`src/rtl/sigma_io_pkg.sv`:
```
// Shared types and sizing helpers for the sigma board input front end.
// Holds default debounce constants and counter-width functions.
package sigma_io_pkg;

  localparam int N_SW_DFLT         = 16;
  localparam int TICK_DIV_DFLT     = 1000;
  localparam int STABLE_TICKS_DFLT = 10;

  typedef logic [N_SW_DFLT-1:0] sw_vec_t;

  function automatic int tick_w(input int div);
    return (div <= 1) ? 1 : $clog2(div);
  endfunction

  function automatic int cnt_w(input int ticks);
    return $clog2(ticks) + 1;
  endfunction

endpackage

```
`src/rtl/sigma_debounce_ch.sv`:
```
// One debounced channel: 2-FF synchroniser, persistence counter
// and accepted (stable) level.
module sigma_debounce_ch
  import sigma_io_pkg::*;
#(
  parameter int STABLE_TICKS = STABLE_TICKS_DFLT
) (
  input  logic clk_i,
  input  logic srstn_i,
  input  logic pin_i,
  input  logic tick_i,
  output logic stab_o
);

  localparam int CW = cnt_w(STABLE_TICKS);
  localparam logic [CW-1:0] LAST = CW'(STABLE_TICKS - 1);

  logic          r_sync1;
  logic          r_sync2;
  logic          r_stab;
  logic [CW-1:0] r_cnt;

  always_ff @(posedge clk_i) begin
    if (!srstn_i) begin
      r_sync1 <= 1'b0;
      r_sync2 <= 1'b0;
      r_stab  <= 1'b0;
      r_cnt   <= '0;
    end else begin
      r_sync1 <= pin_i;
      r_sync2 <= r_sync1;
      // any return to the accepted level cancels the pending change
      if (r_sync2 == r_stab) begin
        r_cnt <= '0;
      end else if (tick_i) begin
        if (r_cnt == LAST) begin
          r_stab <= r_sync2;
          r_cnt  <= '0;
        end else begin
          r_cnt <= r_cnt + 1'b1;
        end
      end
    end
  end

  assign stab_o = r_stab;

endmodule

```
`src/rtl/sigma_input_conditioner.sv`:
```
// Button/switch input conditioner: sync, debounce, edge IRQ, change pulse.
// Define SIGMA_INCOND_IRQ_LATCH_EN for a held IRQ cleared by irq_ack_i.
module sigma_input_conditioner
  import sigma_io_pkg::*;
#(
  parameter int N_SW         = N_SW_DFLT,
  parameter int TICK_DIV     = TICK_DIV_DFLT,
  parameter int STABLE_TICKS = STABLE_TICKS_DFLT
) (
  input  logic            clk_i,
  input  logic            srstn_i,
  input  logic            btn_pin_i,
  input  logic [N_SW-1:0] sw_pin_i,
  output logic            btn_o,
  output logic [N_SW-1:0] sw_o,
  output logic            btn_irq_o,
  output logic            sw_chg_o
`ifdef SIGMA_INCOND_IRQ_LATCH_EN
  ,
  input  logic            irq_ack_i
`endif
);

  localparam int TW = tick_w(TICK_DIV);
  localparam logic [TW-1:0] TICK_LAST = TW'(TICK_DIV - 1);

  logic [TW-1:0]   r_tick_cnt;
  logic            w_tick;
  logic            w_btn_stab;
  logic [N_SW-1:0] w_sw_stab;
  logic            w_btn_rise;
  logic            r_btn_prev;
  logic [N_SW-1:0] r_sw_prev;
  logic            r_sw_chg;
  logic            r_btn_irq;

  assign w_tick = (r_tick_cnt == TICK_LAST);

  always_ff @(posedge clk_i) begin
    if (!srstn_i) begin
      r_tick_cnt <= '0;
    end else if (w_tick) begin
      r_tick_cnt <= '0;
    end else begin
      r_tick_cnt <= r_tick_cnt + 1'b1;
    end
  end

  sigma_debounce_ch #(
    .STABLE_TICKS(STABLE_TICKS)
  ) u_btn (
    .clk_i  (clk_i),
    .srstn_i(srstn_i),
    .pin_i  (btn_pin_i),
    .tick_i (w_tick),
    .stab_o (w_btn_stab)
  );

  for (genvar g = 0; g < N_SW; g++) begin : g_sw
    sigma_debounce_ch #(
      .STABLE_TICKS(STABLE_TICKS)
    ) u_sw (
      .clk_i  (clk_i),
      .srstn_i(srstn_i),
      .pin_i  (sw_pin_i[g]),
      .tick_i (w_tick),
      .stab_o (w_sw_stab[g])
    );
  end

  assign w_btn_rise = w_btn_stab & ~r_btn_prev;

  always_ff @(posedge clk_i) begin
    if (!srstn_i) begin
      r_btn_prev <= 1'b0;
      r_sw_prev  <= '0;
      r_sw_chg   <= 1'b0;
      r_btn_irq  <= 1'b0;
    end else begin
      r_btn_prev <= w_btn_stab;
      r_sw_prev  <= w_sw_stab;
      r_sw_chg   <= |(w_sw_stab ^ r_sw_prev);
`ifdef SIGMA_INCOND_IRQ_LATCH_EN
      // a new edge beats a simultaneous ack
      if (w_btn_rise) begin
        r_btn_irq <= 1'b1;
      end else if (irq_ack_i) begin
        r_btn_irq <= 1'b0;
      end
`else
      r_btn_irq <= w_btn_rise;
`endif
    end
  end

  assign btn_o     = w_btn_stab;
  assign sw_o      = w_sw_stab;
  assign btn_irq_o = r_btn_irq;
  assign sw_chg_o  = r_sw_chg;

endmodule

```
`config.mk`:
```
export PLATFORM = sky130hd
export DESIGN_NAME = sigma_input_conditioner
export DESIGN_NICKNAME = d
export VERILOG_FILES = /design/src/rtl/sigma_io_pkg.sv /design/src/rtl/sigma_debounce_ch.sv /design/src/rtl/sigma_input_conditioner.sv
export SDC_FILE = /design/constraint.sdc
export NUM_CORES = 1
export LEC_CHECK = 0
export ABC_AREA = 1
export CORE_ASPECT_RATIO = 1.75
export CORE_MARGIN = 2
export CORE_UTILIZATION = 40
export CTS_CLUSTER_SIZE = 14
export DETAILED_ROUTE_END_ITERATION = 10
export PLACE_DENSITY_LB_ADDON = 0.05
export SYNTH_ARGS = -nofsm -noshare
export SYNTH_HDL_FRONTEND = slang
export SYNTH_SLANG_ARGS = --single-unit
export TNS_END_PERCENT = 1
```
`constraint.sdc`:
```
create_clock -name clk_i -period 1.8 [get_ports clk_i]
set_clock_uncertainty 0.15 [all_clocks]
set_input_delay 0.27 -clock clk_i [delete_from_list [all_inputs] [get_ports clk_i]]
set_output_delay 0.27 -clock clk_i [all_outputs]
set_load 0.02 [all_outputs]
```
==> impl_metrics.csv <==
group,metric,value,unit
finish,drive_gt1_frac,0.0726,
synth,synthXorXnorAreaFrac,0.0679,
die,die_w,112,um
grt,grt_pass1_wl,30500,um
synth,synth-compound-area-share,0.0736,
route,drt_first_pass_iters,4,
worst_setup_path,start_kind,"register",
worst_setup_path,crit_arrival,1330,ps
sta,hold_viol_final,0,
placed_design,post-dp-hpwl,13000,um
die,dieArea,0.0215,sq mm
sta,setup_ws,51.8,ps
synth,yosysWarnings,0,
worst_setup_path,cp-end-kind,"output port",
finish,areaGrowthSynthToFinish,16.9,%
clock_network,cts_tree,"done",
clock_network,cts_sinks,165,
route,vias,6865,
route,drt_wl_total,19200,um
die,placementRows,69,
power_and_ir_drop,p_per_area,788,mW/mm^2
synth,synth_fa_ha_area_frac,0.0539,
die,ios,38,
die,start_util,0.404,
worst_setup_path,path_buf_inv,1,
grt,grt_max_degree,70,
power_and_ir_drop,finalPower,7480,uW
placed_design,post-place-ws,61.5,ps
die,die_height,193,um
placed_design,place.gp.congestion,0.764,
synth,synth-simple-area-share,0.272,
clock_network,postCtsHoldBufs,0,
finish,fillers,2098,
route,drtIter0Drc,267,
placed_design,placed_area,0.00889,sq mm
route,via_per_inst,4.74,
power_and_ir_drop,leakage,0.00426,uW
sta,setup-tns-final,0,ps
clock_network,cts_made_buffers,17,
sta,worst_pin_slew,654,ps
clock_network,h-tree-depth,4,
finish,post-route-cell-area,0.00950,sq mm
worst_setup_path,cp.depth,1,
sta,max_slew_margin,0.559,
worst_setup_path,crit_required,1380,ps
grt,track_usage,0.180,
clock_network,clk_pin_slew_worst_paths,60,ps
synth,yosysSeqAreaShare,0.406,
sta,period_needed,1750,ps
sta,max_freq,572,MHz
grt,met1_usage,0.201,
job,maxCapViolations,0,
power_and_ir_drop,max-vdd-ir-drop,637,uV
synth,synth_top_family_by_area,"simple AND/OR/NAND/NOR gates",
sta,timing.final.crit_share,0.971,
sta,drv_slew,0,
clock_network,clkLatencyLatePin,430,ps
clock_network,clock_path_buffers,2,
worst_setup_path,timing_worst_setup_path_type,"register to output port",
grt,grt_use_met3,0.0308,
worst_setup_path,cp_max_fo,1,
finish,antenna_cells,0,
worst_hold_path,hold_path_class,"input pin to register",
worst_hold_path,hold_depth,3,
worst_setup_path,r2r_cells,9,
die,core-area,0.0201,sq mm
sta,setup_viol,0,
synth,syn_inst,1135,
clock_network,cts_root_buf,"clkbuf_16",
route,post-route-drc-count,0,
worst_setup_path,slowest_stage,"clkdlybuf4s50_1",
synth,synth.distinct_cells,27,
synth,syn_avg_cell_area,7.16,sq um
status,outcome,"finished, final reports clean",
synth,synthesis.nets,1189,
grt,globalRoute.busiestLayer,"met2",
grt,overflow,0,
grt,grt_pass1_vias,6281,
synth,syn-cell-area,0.00813,sq mm
placed_design,io_buffers,37,
synth,synth-seq-cells,165,
route,wl_per_cell,13.3,um
grt,antenna_found_initial,0,
grt,grt.met2_usage,0.337,
worst_setup_path,crit_chain,"clkdlybuf4s50_1",
route,ant_nets,0,
worst_setup_path,path_delay_family,"buffers and inverters",
worst_setup_path,max_stage_delay,600,ps
synth,synth.area.mux_share,0,
finish,fin_nets,1240,
## final timing paths
check	start	to	slack (ps)
setup / recovery	sw_chg_o	sw_chg_o	50
hold / removal	srstn_i	sw_chg_o	50
setup reg to reg	r_tick_cnt[0]	g_sw[11].u_sw.r_cnt[3]	110
hold reg to reg	r_btn_prev	btn_irq_o	230
## synth_stat cells
library cell	number	area, sq um
clkbuf_1	11	41.3
a21oi_1	52	260
inv_2	4	15.0
o21ai_0	29	145
nand3b_1	1	7.51
buf_4	19	143
nand4_1	49	307
xor2_1	54	473
clkinv_1	1	3.75
and3_1	2	12.5
o21ai_1	15	75.1
buf_2	12	60.1
nand2_1	269	1010
or2_2	1	6.26
dfxtp_1	165	3300
nand2_2	3	18.8
buf_6	8	90.1
ha_1	35	438
buf_1	2	7.51
nand3_1	57	285
nor3_1	14	70.1
nor2_4	2	22.5
a31oi_1	17	106
inv_1	178	668
nor2_1	125	469
xnor2_1	9	78.8
o21bai_2	1	11.3
## final cells by class
type                    count  area, sq um  area share
clock buffers              30          544      0.0573
flip-flops and latches    165         3300       0.348
multi-input cells         735         3800       0.400
clock inverters             2         35.0     0.00369
well taps                 248          310      0.0327
inverters                 183          687      0.0723
repair buffers             84          816      0.0859
## flip-flops by register name, indices dropped and copies added, names as in the netlist, 5 cells and up
register and count:
r_tick_cnt 10, g_sw.u_sw.r_cnt 80, u_btn.r_cnt 5, g_sw.u_sw.stab_o 16, g_sw.u_sw.r_sync2 16, r_sw_prev 16
g_sw.u_sw.r_sync1 16
## logic make-up after synthesis
kind of cell    Yosys count
flops                   165
xor+xnor                 63
simple gates            523
buf+inv                 235
fa+ha+maj                35
compound gates          114
## what timing repair did
item                                    4_1_cts  5_1_grt
cloned                                        0        1
resized for setup                            16        5
pin swaps                                     0        1
endpoints found under the hold margin         0        0
endpoints found under the setup margin       16       36
setup buffers                                 0        1
## metrics by stage
stage | hold WS, ps | instances | utilization
floorplan | 218 | 1135 | -
global placement | 222 | 1413 | 0.442
detailed placement | 233 | 1413 | 0.442
CTS | 43.2 | 1445 | 0.470
global route | 54.3 | 1447 | 0.472
finish | 54.4 | 1447 | 0.472
## power breakdown
part	switching [uW]	leakage, uW	internal (uW)
logic	98.4	0.00264	81.2
registers	18.6	0.00134	3690
clock network	1430	0.000285	2160
total	1550	0.00426	5940
## cell usage in the layout (no fill, tap or decap)
| master | instances |
|---|---|
| inv_2 | 4 |
| bufinv_16 | 1 |
| nor3_2 | 1 |
| inv_1 | 178 |
| a31oi_1 | 17 |
| nand3b_1 | 1 |
| clkbuf_1 | 6 |
| nor3_1 | 13 |
| clkinv_2 | 1 |
| dlymetal6s2s_1 | 2 |
| dlygate4sd2_1 | 16 |
| nand2_1 | 268 |
| buf_6 | 2 |
| nor2_4 | 2 |
| clkbuf_16 | 18 |
| buf_4 | 37 |
| nand2_2 | 4 |
| o21ai_0 | 29 |
| dfxtp_1 | 165 |
| ha_1 | 35 |
| nand3_1 | 57 |
| o21bai_2 | 1 |
| xnor2_1 | 9 |
| clkdlybuf4s50_1 | 18 |
| nor2_1 | 125 |
| clkbuf_8 | 7 |
| nand4_1 | 49 |
| o21ai_1 | 15 |
| buf_2 | 1 |
| clkinv_1 | 1 |
| xor2_1 | 54 |
| a21oi_1 | 52 |
| and3_1 | 2 |
| buf_12 | 7 |
| or2_2 | 1 |
## routing by layer
metal / vias up / wire, um
li1: 3632 / -
met1: 3147 / 8410
met2: 64 / 10000
met3: 22 / 412
met4: 0 / 354
met5: - / 0
Note: power is estimated with default switching activity, not from simulation.
